**src/rtl/csr_io_unit.sv**
```systemverilog
// CSR/GPIO unit beside the RV32I regfile: N_IN synchronised input channels, N_OUT
// registered output channels and a free-running cycle counter, with CSRRW/RS/RC semantics.
module csr_io_unit #(
  parameter int          DATA_W      = 32,
  parameter int          N_IN        = 2,
  parameter int          N_OUT       = 2,
  parameter logic [11:0] IN_BASE     = 12'hF00,
  parameter logic [11:0] OUT_BASE    = 12'hF02,
  parameter logic [11:0] CYC_ADDR    = 12'hC00,
  parameter int          SYNC_STAGES = 2
) (
  input  logic                    clk,
  input  logic                    rst,
  input  logic [N_IN*DATA_W-1:0]  gpio_in,
  output logic [N_OUT*DATA_W-1:0] gpio_out,
  input  logic                    ex_valid,
  input  logic [1:0]              ex_op,
  input  logic [11:0]             ex_addr,
  input  logic [DATA_W-1:0]       ex_wdata,
  input  logic                    ex_wsup,
  output logic [DATA_W-1:0]       wb_rdata,
  output logic                    wb_rvalid,
  output logic                    wb_illegal
);

  localparam int IW_IN  = (N_IN  > 1) ? $clog2(N_IN)  : 1;
  localparam int IW_OUT = (N_OUT > 1) ? $clog2(N_OUT) : 1;

  localparam logic [1:0] OP_NONE = 2'b00;
  localparam logic [1:0] OP_RW   = 2'b01;
  localparam logic [1:0] OP_RS   = 2'b10;
  localparam logic [1:0] OP_RC   = 2'b11;

  // Handshake: there is no ready. An access is accepted on every edge where
  // ex_valid=1 and ex_op!=00; its response is presented on wb_* for exactly the
  // following cycle with wb_rvalid=1, and wb_* return to zero when no access follows.

  logic [N_IN*DATA_W-1:0] r_sync [SYNC_STAGES];
  logic [DATA_W-1:0]      r_out  [N_OUT];
  logic [DATA_W-1:0]      r_cyc;
  logic                   r_pend_valid;
  logic [IW_OUT-1:0]      r_pend_idx;
  logic [DATA_W-1:0]      r_pend_data;
  logic [DATA_W-1:0]      r_rdata;
  logic                   r_rvalid;
  logic                   r_illegal;

  logic [DATA_W-1:0] w_in_ch [N_IN];
  logic [11:0]       w_in_off;
  logic [11:0]       w_out_off;
  logic [IW_IN-1:0]  w_in_idx;
  logic [IW_OUT-1:0] w_out_idx;
  logic              w_is_in;
  logic              w_is_out;
  logic              w_is_cyc;
  logic              w_access;
  logic              w_wr_intent;
  logic              w_illegal;
  logic              w_out_wr;
  logic [DATA_W-1:0] w_old;
  logic [DATA_W-1:0] w_new;

  // Address decode: channel offsets relative to each base, modulo 12 bits.
  assign w_in_off  = ex_addr - IN_BASE;
  assign w_out_off = ex_addr - OUT_BASE;
  assign w_in_idx  = w_in_off[IW_IN-1:0];
  assign w_out_idx = w_out_off[IW_OUT-1:0];
  assign w_is_in   = (w_in_off  < 12'(N_IN));
  assign w_is_out  = !w_is_in && (w_out_off < 12'(N_OUT));
  assign w_is_cyc  = !w_is_in && !w_is_out && (ex_addr == CYC_ADDR);

  assign w_access    = ex_valid && (ex_op != OP_NONE);
  assign w_wr_intent = (ex_op == OP_RW) || !ex_wsup;
  assign w_illegal   = !(w_is_in || w_is_out || w_is_cyc) ||
                       (w_wr_intent && (w_is_in || w_is_cyc));
  assign w_out_wr    = w_access && w_is_out && w_wr_intent;

  always_comb begin
    for (int i = 0; i < N_IN; i++) begin
      w_in_ch[i] = r_sync[SYNC_STAGES-1][i*DATA_W +: DATA_W];
    end
  end

  // A write still waiting in WB is the architectural value of its channel.
  always_comb begin
    w_old = '0;
    if (w_is_in) begin
      w_old = w_in_ch[w_in_idx];
    end else if (w_is_out) begin
      if (r_pend_valid && (r_pend_idx == w_out_idx)) begin
        w_old = r_pend_data;
      end else begin
        w_old = r_out[w_out_idx];
      end
    end else if (w_is_cyc) begin
      w_old = r_cyc;
    end
  end

  always_comb begin
    w_new = w_old;
    case (ex_op)
      OP_RW:   w_new = ex_wdata;
      OP_RS:   w_new = w_old | ex_wdata;
      OP_RC:   w_new = w_old & ~ex_wdata;
      default: w_new = w_old;
    endcase
  end

  always_ff @(posedge clk or negedge rst) begin
    if (!rst) begin
      for (int s = 0; s < SYNC_STAGES; s++) begin
        r_sync[s] <= '0;
      end
    end else begin
      r_sync[0] <= gpio_in;
      for (int s = 1; s < SYNC_STAGES; s++) begin
        r_sync[s] <= r_sync[s-1];
      end
    end
  end

  always_ff @(posedge clk or negedge rst) begin
    if (!rst) begin
      r_cyc <= '0;
    end else begin
      r_cyc <= r_cyc + DATA_W'(1);
    end
  end

  // WB stage: commit the pending write while capturing the next one.
  always_ff @(posedge clk or negedge rst) begin
    if (!rst) begin
      for (int j = 0; j < N_OUT; j++) begin
        r_out[j] <= '0;
      end
      r_pend_valid <= 1'b0;
      r_pend_idx   <= '0;
      r_pend_data  <= '0;
    end else begin
      if (r_pend_valid) begin
        r_out[r_pend_idx] <= r_pend_data;
      end
      r_pend_valid <= w_out_wr;
      if (w_out_wr) begin
        r_pend_idx  <= w_out_idx;
        r_pend_data <= w_new;
      end
    end
  end

  always_ff @(posedge clk or negedge rst) begin
    if (!rst) begin
      r_rdata   <= '0;
      r_rvalid  <= 1'b0;
      r_illegal <= 1'b0;
    end else begin
      r_rvalid  <= w_access;
      r_illegal <= w_access && w_illegal;
      r_rdata   <= (w_access && !w_illegal) ? w_old : '0;
    end
  end

  always_comb begin
    gpio_out = '0;
    for (int j = 0; j < N_OUT; j++) begin
      gpio_out[j*DATA_W +: DATA_W] = r_out[j];
    end
  end

  assign wb_rdata   = r_rdata;
  assign wb_rvalid  = r_rvalid;
  assign wb_illegal = r_illegal;

endmodule

```
**config.mk**
```make
export PLATFORM = sky130hd
export DESIGN_NAME = csr_io_unit
export DESIGN_NICKNAME = d
export VERILOG_FILES = /design/src/rtl/csr_io_unit.sv
export SDC_FILE = /design/constraint.sdc
export NUM_CORES = 1
export LEC_CHECK = 0
export ABC_AREA = 1
export CORE_ASPECT_RATIO = 0.5
export CORE_UTILIZATION = 35
export CTS_CLUSTER_SIZE = 14
export DETAILED_ROUTE_END_ITERATION = 8
export PLACE_DENSITY = 0.63
export SLEW_MARGIN = 20
export SYNTH_ARGS = -nofsm -noshare
export SYNTH_HDL_FRONTEND = slang
export SYNTH_SLANG_ARGS = --single-unit
export TNS_END_PERCENT = 20
```
**constraint.sdc**
```tcl
create_clock -name clk -period 1.8 [get_ports clk]
set_input_delay 0.45 -clock clk [delete_from_list [all_inputs] [get_ports clk]]
set_output_delay 0.45 -clock clk [all_outputs]
set_load 0.005 [all_outputs]
```
# ---- After elaboration in Yosys (flattened, before gate mapping)
# Index checks and enable logic that the tools add are counted.
# Widths: inputs -> output; s select.
dict set report op_classes {
  mux 15
  n_lt_le_gt_ge 6
  n_bitwise 6
  reduce_logical 22
  n_eq_ne 5
  n_addsub 3
}
# operator n
set ops {}
lappend ops {{$mux 32} 12}
lappend ops {{$pmux 32 s3} 1}
lappend ops {{$bwmux 64} 1}
lappend ops {{$add 32x1->32 const B} 1}
lappend ops {{$and 32x32->32} 1}
lappend ops {{$demux 32 s1} 1}
lappend ops {{$not 32->32} 1}
lappend ops {{$or 32x32->32} 1}
lappend ops {{$lt 12x2->1 const B} 2}
lappend ops {{$sub 12x12->12 const B} 2}
lappend ops {{$eq 12x12->1 const B} 1}
lappend ops {{$logic_and 1x1->1} 11}
lappend ops {{$ge 2x2->1 const B} 3}
lappend ops {{$not 1->2} 3}
lappend ops {{$logic_not 1->1} 5}
lappend ops {{$logic_or 1x1->1} 5}
lappend ops {{$eq 2x2->1 const B} 2}
lappend ops {{$eq 2x1->1 const B} 1}
lappend ops {{$lt 2x1->1 const B} 1}
lappend ops {{$reduce_bool 2->1} 1}
lappend ops {{$eq 1x1->1} 1}
dict set report totals {
  input_bits 114
  word_cells 68
  output_inout_bits 98
  regBits 292
}

# ---- Longest topological paths before layout
# Gate-level depths: netlist (run 1).
dict set report logic_depth {
  ltp_word 13
  mapped_depth 13
  mapped_depth_nobuf 12
}

# ---- Worst setup path after synthesis (run 1)
# No wires, ideal clock.
dict set report synth_path {
  kind {input to register}
  from {input port ex_addr[1]}
  to {register r_pend_data[10]}
  setup_slack_ns -0.102
  t_arrival_ns 1.779
  setup_ns 0.122
  path_buffers 1
  cell_stages 11
  required_ns 1.678
  cell_sequence {inv_1 -> ha_1 -> and3_1 -> nand2_1 -> nor2_1 -> nand3_1 -> nor2_4 -> nand2_2 -> clkbuf_1 -> a21oi_1 -> a21oi_1}
}
dict set report synth_between {
  elab_chain_len 12
  word_cells_on_any_way 18
  cone_classes {add/sub: 2; order compare: 2; eq/ne: 1; mux: 4; bitwise: 2; reduce/logical: 7}
}
# item line_no
set synth_rtl {}
lappend synth_rtl {{start, declared} 18} ;# input logic [11:0] ex_addr,
lappend synth_rtl {{$sub 12x12->12} 64} ;# assign w_in_off = ex_addr - IN_BASE;
lappend synth_rtl {{$lt 12x2->1} 68} ;# assign w_is_in = (w_in_off < 12'(N_IN));
lappend synth_rtl {{$logic_not 1->1} {69, 70}}
lappend synth_rtl {{$logic_and 1x1->1} 69} ;# assign w_is_out = !w_is_in && (w_out_off < 12'(N_OUT));
lappend synth_rtl {{$logic_not 1->1} 70} ;# assign w_is_cyc = !w_is_in && !w_is_out && (ex_addr == CYC_ADDR);
lappend synth_rtl {{$logic_and 1x1->1 (2 in series)} 70}
lappend synth_rtl {{$mux 32} 95} ;# end else if (w_is_cyc) begin
lappend synth_rtl {{$mux 32} 89} ;# end else if (w_is_out) begin
lappend synth_rtl {{$mux 32} 87} ;# if (w_is_in) begin
lappend synth_rtl {{$and 32x32->32 or $or 32x32->32 (tied branches)} {105, 104}}
lappend synth_rtl {{$pmux 32 s3} 102} ;# case (ex_op)
lappend synth_rtl {{end signal, assigned} 147} ;# r_pend_data <= w_new;
lappend synth_rtl {{end, declared} 43} ;# logic [DATA_W-1:0] r_pend_data;
# Several ways; a longest one is shown, not always the timed one.
# A chain may end at the register's enable or synchronous reset.

# ---- Worst setup path in the final report (run 1)
dict set report layout_path {
  from {register r_cyc[1]}
  to {register r_cyc[30]}
}
dict set report layout_between {
  elab_chain_len 1
}
# item line_no
set layout_rtl {}
lappend layout_rtl {{start, declared} 40} ;# logic [DATA_W-1:0] r_cyc;
lappend layout_rtl {{start signal, assigned} 127} ;# r_cyc <= r_cyc + DATA_W'(1);
lappend layout_rtl {{$add 32x1->32} 127}
# Every way passes these cells.

==> flow_metrics.env, run 1 <==
export IMPL_status="complete, but fails checks"
export IMPL_violations="negative setup slack"
export IMPL_post_dp_hpwl_mm=25.15
export IMPL_grt_first_pass_wirelength_mm=56.54
export IMPL_cp_data_required_time_ns=2.27
export IMPL_clock_tree_buf_depth=3
export IMPL_route_met2_wl_mm=18.20
export IMPL_sequential_share_of_power_pct=50.2
export IMPL_finalHoldViolations=0
export IMPL_power_share_switching_pct=21.99
export IMPL_pwr_density_cell_nw_per_um2=818.7
export IMPL_placedCellCount=1906
export IMPL_setup_repair_after_global_routing_missed_its_margin="yes"
export IMPL_die_h_um=130.9
export IMPL_drc=0
export IMPL_syn2layout_area_growth_pct=41.52
export IMPL_clkSlewWorstSetupHoldPaths_ns=0.06
export IMPL_synth_edff_count=0
export IMPL_ioPinCount=212
export IMPL_cts_tree="done"
export IMPL_report_power_total_mw=13.48
export IMPL_async_flop_share_pct=100.0
export IMPL_vias_in_the_first_global_route=10068
export IMPL_floorplan_rows=46
export IMPL_internal_portion_of_total_power_mw=10.52
export IMPL_power_switching_mw=2.965
export IMPL_slew_headroom_pct=67.28
export IMPL_netlist_top_cell_by_area="dfrtp_1"
export IMPL_critPathMaxFanout=3
export IMPL_die_area_um2=34020
export IMPL_cts_buffers_inserted=28
export IMPL_synthesis_instances=1246
export IMPL_cap_viol_max_count=0
export IMPL_fp_coreArea_um2=32170
export IMPL_routed_wirelength_mm=37.07
export IMPL_gp_congestion=0.8808
export IMPL_viasPerCell=5.042
export IMPL_holdCritPathClass="in -> reg"
export IMPL_p_comb_share_pct=5.8
export IMPL_whs_ns=0.3337
export IMPL_max_rail_drop_vdd_v=0.0006194
export IMPL_drive_above_1_share_pct=14.69
export IMPL_startpoint_type="flop"
export IMPL_num_vias=10009
export IMPL_grt_overflow_total=0
export IMPL_worst_endpoint_arrival_ns=2.43
export IMPL_yosysTopAreaCellShare_pct=62.80
export IMPL_global_route_usage_total_pct=21.58
export IMPL_timing_final_crit_share_pct=108.6
export IMPL_clock_sinks=292
export IMPL_synth_seq_cells=292
export IMPL_max_freq_mhz=511.4
export IMPL_endpoint_kind="flop"
export IMPL_path_class="reg -> reg"
export IMPL_number_of_buffers_added_on_ports=211
export IMPL_ys_seq_area_share_pct=62.80
export IMPL_start_util_pct=36.16
export IMPL_drt_pass1_iter_count=5
export IMPL_fin_ws_ns=-0.1554
export IMPL_die_w_um=259.8
export IMPL_cts_max_level=1
export IMPL_grt_max_degree=52
export IMPL_syn_nets=1362
export IMPL_finClkSkew_ns=0.01171
export IMPL_synth_most_common_cell="nand2_1"
export IMPL_synth_lib_cells_used_distinct=31
export IMPL_fin_crit_ns=1.955
export IMPL_met3_length_mm=2.086
export IMPL_netlist_area_um2=11630
export IMPL_p_clk_share_pct=44.0
export IMPL_top_layer="met4"
export IMPL_syn_mean_instance_area_um2=9.338
export IMPL_clock_root_buffer="clkbuf_16"
export IMPL_latest_clock_arrival_within_the_worst_skew_pair_ns=0.55
export IMPL_ys_flop_type="dfrtp_1"
export IMPL_final_net_count=1649
export IMPL_ys_top_cells_by_area="dfrtp_1 63%, nand2_1 11%, nand3_1 4.7%"
export IMPL_ant_nets=0
export IMPL_wl_per_cell_um=18.68
export IMPL_total_leakage_power_nw=7.675
export IMPL_worstMarginPinSlew_ns=0.4908
export IMPL_drv_slew=0
export IMPL_synth_top_cells_by_count="331 x nand2_1, 292 x dfrtp_1, 118 x nor2_1"
export IMPL_finalSetupViolations=13
export IMPL_met1Wirelength_mm=16.07
export IMPL_drtIter0Drc=757
export IMPL_final_instance_count_excl_fill=1985
export IMPL_number_of_warnings_issued_by_yosys=0
export IMPL_grt_antenna_before_repair=0
metrics by stage:
stage / util [%] / area, um^2 / worst slack [ns] / setup TNS, ns
final: 51.18 / 16470 / -0.1554 / -0.9526
after floorplan: - / 11690 / -0.02400 / -0.8387
after detailed placement: 46.28 / 14890 / -0.9047 / -56.00
after CTS: 49.99 / 16080 / -0.1417 / -0.3608
after global routing: 51.17 / 16460 / -0.2596 / -2.431
after global placement: 46.28 / 14890 / -0.8565 / -53.25
critical path, stage by stage (launching register included):
cell and delay [ns]:
dfrtp_1 0.42, ha_4 0.17, nand3_4 0.10, nor3_4 0.25, nand3_2 0.17, nor2_4 0.18
inv_1 0.10, nor2_4 0.12, nand2_2 0.09, nor2_2 0.12, xor2_1 0.15
routing by layer:
metal,up-vias,GRT usage (%)
met5,-,0
met4,0,5.467
met3,52,3.414
met2,315,36.45
met1,5029,29.22
li1,4613,-
sequential cells by signal, summed over array words and instances, names as in the netlist:
signal,cells
r_pend_idx,1
wb_rdata,32
r_pend_data,32
wb_illegal,1
wb_rvalid,1
gpio_out,64
r_cyc,32
r_sync,128
r_pend_valid,1
path summary, 6_finish.rpt:
| path | startpoint | to | slack [ns] | cells after the start |
|---|---|---|---|---|
| max | r_cyc[1]$_DFF_PN0_ | r_cyc[30]$_DFF_PN0_ | -0.16 | 10 |
| min | gpio_in[45] | r_sync[109]$_DFF_PN0_ | 0.33 | 1 |
| max reg2reg | r_cyc[1]$_DFF_PN0_ | r_cyc[30]$_DFF_PN0_ | -0.16 | 10 |
| min reg2reg | r_sync[67]$_DFF_PN0_ | r_sync[3]$_DFF_PN0_ | 0.35 | 0 |
| max in group asynchronous | rst | wb_rdata[3]$_DFF_PN0_ | 0.78 | 3 |
| min in group asynchronous | rst | r_sync[25]$_DFF_PN0_ | 0.42 | 2 |
power by group through the flow:
| stage | Clock, mW | Combinational [mW] | Sequential (mW) |
|---|---|---|---|
| 2_1_floorplan | 0 | 0.171 | 6.87 |
| 3_5_place_dp | 0 | 0.762 | 6.89 |
| 4_1_cts | 6.03 | 0.768 | 6.77 |
| 5_1_grt | 6.32 | 0.851 | 6.78 |
| 3_3_place_gp | 0 | 0.748 | 6.89 |
| 6_report | 5.94 | 0.776 | 6.77 |
timing repair:
action | 4_1_cts | 5_1_grt
hold buffers | 1 | 0
setup endpoints to repair | 177 | 78
pin swaps | 11 | 24
hold endpoints to repair | 40 | 0
gates resized for setup | 165 | 50
setup buffers | 8 | 15
gates cloned | 6 | 3
placed cells by master (no fill, tap or decap), types with 2 or more instances in the layout:
master	n
nor2_1	106
buf_4	66
buf_2	2
nand3_2	12
inv_1	63
clkdlybuf4s15_1	2
clkbuf_16	32
nand3_4	3
xnor2_1	9
nand2_2	9
dfrtp_1	292
buf_6	9
nor3_4	2
dlygate4sd2_1	103
nand2_1	321
a21oi_1	52
clkbuf_1	5
clkdlybuf4s50_1	100
buf_12	23
nand3_1	97
xor2_1	22
nor2_4	10
buf_8	3
clkinvlp_4	2
a21oi_2	11
o21ai_0	99
nor2_2	8
clkinv_2	3
nand4_1	5
clkbuf_8	9
buf_16	6
a31oi_1	32
nor3_1	9
inv_2	5
kinds of logic (layout without fill, tap and decap cells):
| kind of cell | Yosys count | in the layout | synth area share [%] |
|---|---|---|---|
| and+or+nand+nor | 590 | 590 | 21.23 |
| DFF | 292 | 292 | 62.80 |
| AOI/OAI and AO/OA | 197 | 197 | 8.861 |
| buffers and inverters | 133 | 439 | 4.484 |
| xor gates and xnor gates | 32 | 32 | 2.409 |
| adders and majority gates | 2 | 2 | 0.2150 |
| other | 0 | 1 | 0 |
layout make-up:
class	instances	area [um^2]
clock buffer	43	868.3
tap	432	540.5
timing repair buffer	319	3291
inverter	71	281.5
fill	2842	15710
clock inverter	6	60.06
antenna	1	2.502
sequential	292	7307
multi-input combinational	821	4115
(Power assumes the default switching activity.)
==> run 2, diff against run 1 <==
TNS_END_PERCENT = 30   (was 20)
==> flow_metrics.env, run 2 (synthesis gave the netlist of run 1 again) <==
export IMPL_drive_above_1_share_pct=15.18
export IMPL_violations="negative setup slack"
export IMPL_timing_final_crit_share_pct=107.0
export IMPL_die_area_um2=34020
export IMPL_die_h_um=130.9
export IMPL_finClkSkew_ns=0.008979
export IMPL_fp_coreArea_um2=32170
export IMPL_grt_antenna_before_repair=0
export IMPL_finalCoreUtilization_pct=51.29
export IMPL_drt_pass1_iter_count=5
export IMPL_holdCritPathClass="in -> reg"
export IMPL_slew_headroom_pct=67.37
export IMPL_cts_tree="done"
export IMPL_wl_per_cell_um=18.70
export IMPL_worst_endpoint_arrival_ns=2.40
export IMPL_total_leakage_power_nw=7.686
export IMPL_routed_wirelength_mm=37.17
export IMPL_report_power_total_mw=13.48
export IMPL_global_route_usage_total_pct=21.65
export IMPL_clock_tree_buf_depth=3
export IMPL_drtIter0Drc=775
export IMPL_startpoint_type="flop"
export IMPL_crit_path_max_incr_delay_ns=0.35
export IMPL_fin_ws_ns=-0.1267
export IMPL_critPathMaxFanout=3
export IMPL_floorplan_rows=46
export IMPL_clock_root_buffer="clkbuf_16"
export IMPL_worstMarginPinSlew_ns=0.4894
export IMPL_num_vias=10073
export IMPL_finalSetupViolations=8
export IMPL_path_class="reg -> reg"
export IMPL_grt_first_pass_wirelength_mm=56.73
export IMPL_finalHoldViolations=0
export IMPL_grt_max_degree=52
export IMPL_max_freq_mhz=519.0
export IMPL_cp_data_required_time_ns=2.27
export IMPL_final_common_cell="nand2_1"
export IMPL_start_util_pct=36.16
export IMPL_gp_congestion=0.8808
export IMPL_vias_in_the_first_global_route=10121
export IMPL_place_worst_setup_slack_ns=-0.9047
export IMPL_post_dp_hpwl_mm=25.15
export IMPL_worst_path_most_repeated_cell="nor2_4"
export IMPL_drv_slew=0
export IMPL_latest_clock_arrival_within_the_worst_skew_pair_ns=0.55
export IMPL_number_of_buffers_added_on_ports=211
export IMPL_max_rail_drop_vdd_v=0.0006094
export IMPL_cpMaxStageDelayCell="dfrtp_1"
export IMPL_final_instance_count_excl_fill=1988
export IMPL_cts_buffers_inserted=28
export IMPL_cts_max_level=1
export IMPL_ioPinCount=212
export IMPL_grt_overflow_total=0
export IMPL_die_w_um=259.8
export IMPL_ant_nets=0
export IMPL_status="complete, but fails checks"
export IMPL_drc=0
export IMPL_cap_viol_max_count=0
export IMPL_layout_common_cells="321 x nand2_1, 288 x dfrtp_1, 106 x nor2_1, 103 x dlygate4sd2_1, 100 x clkdlybuf4s50_1"
export IMPL_total_buffers_and_inverters_traversed_by_the_critical_path=3
export IMPL_final_net_count=1652
export IMPL_pwr_density_cell_nw_per_um2=816.8
export IMPL_viasPerCell=5.067
export IMPL_fin_crit_ns=1.927
export IMPL_dpl_instance_area_um2=14890
export IMPL_clkSlewWorstSetupHoldPaths_ns=0.06
export IMPL_crit_path_cell_trace="buf_4 -> ha_4 -> nand3_4 -> nor3_4 -> nand3_2 -> nor2_4 -> buf_6 -> inv_2 -> nor2_4 -> nand2_2 -> nor2_2 -> xor2_1"
export IMPL_post_route_cell_area_um2=16500
export IMPL_flip_flop_count_of_the_largest_register_after_layout=128
export IMPL_syn2layout_area_growth_pct=41.83
export IMPL_regMostFlops="r_sync"
export IMPL_setup_repair_after_global_routing_missed_its_margin="yes"
export IMPL_endpoint_kind="flop"
export IMPL_placedCellCount=1906
export IMPL_clock_sinks=292
export IMPL_worst_path_dominant_cell_family="simple AND/OR/NAND/NOR gates"
==> run 2: routing by layer <==
layer	up-vias	routed length (um)	global-route usage (%)
li1	4620	-	-
met1	5052	16100	29.23
met2	329	18070	36.75
met3	72	2136	3.376
met4	0	871	5.467
met5	-	0	0
==> run 2: what timing repair did <==
action                                  4_1_cts  5_1_grt
buffers inserted                             12       14
hold buffers                                  1        0
gates cloned                                  6        3
hold endpoints to repair                     40        0
endpoints found under the setup margin      177       81
pin swaps                                    14       21
resized for setup                           175       47
==> run 2: path summary, 6_finish.rpt <==
path	start	endpoint	slack, ns	depth (start not counted)
setup / recovery	r_cyc[0]$_DFF_PN0_	r_cyc[30]$_DFF_PN0_	-0.13	12
hold / removal	gpio_in[45]	r_sync[109]$_DFF_PN0_	0.33	1
setup reg to reg	r_cyc[0]$_DFF_PN0_	r_cyc[30]$_DFF_PN0_	-0.13	12
hold reg to reg	r_sync[67]$_DFF_PN0_	r_sync[3]$_DFF_PN0_	0.35	0
max in group asynchronous	rst	wb_rdata[3]$_DFF_PN0_	0.78	3
min in group asynchronous	rst	r_sync[25]$_DFF_PN0_	0.42	2
==> run 2: worst register-to-register path, delay by kind of cell (launching register included) <==
| family | cells | cell delay, ns |
|---|---|---|
| xor+xnor | 1 | 0.15 |
| fa+ha+maj | 1 | 0.14 |
| buf+inv | 3 | 0.28 |
| flops | 1 | 0.35 |
| simple gates | 7 | 0.94 |
==> run 2: report_power, final <==
group	leakage, nW	switching (mW)	internal (mW)	total, mW
logic	3.47	0.419	0.357	0.776
clock network	0.454	2.49	3.44	5.93
registers	3.76	0.0495	6.72	6.77
==> run 2: area by class of cell <==
| type | count | area [um^2] |
|---|---|---|
| flip-flops and latches | 292 | 7312 |
| clock buffers | 43 | 868.3 |
| repair buffers | 322 | 3317 |
| fillers | 2833 | 15670 |
| multi-input cells | 821 | 4120 |
| clock inverters | 6 | 60.06 |
| diodes | 1 | 2.502 |
| inverters | 71 | 281.5 |
| well taps | 432 | 540.5 |
==> run 2: through the flow <==
| step | hold slack [ns] | setup TNS [ns] |
|---|---|---|
| 6_report | 0.3323 | -0.5177 |
| 5_1_grt | 0.3179 | -1.664 |
| 4_1_cts | 0.3140 | -0.4326 |
| 3_5_place_dp | 0.3347 | -56.00 |
| 3_3_place_gp | 0.3328 | -53.25 |
| 2_1_floorplan | 0.1544 | -0.8387 |
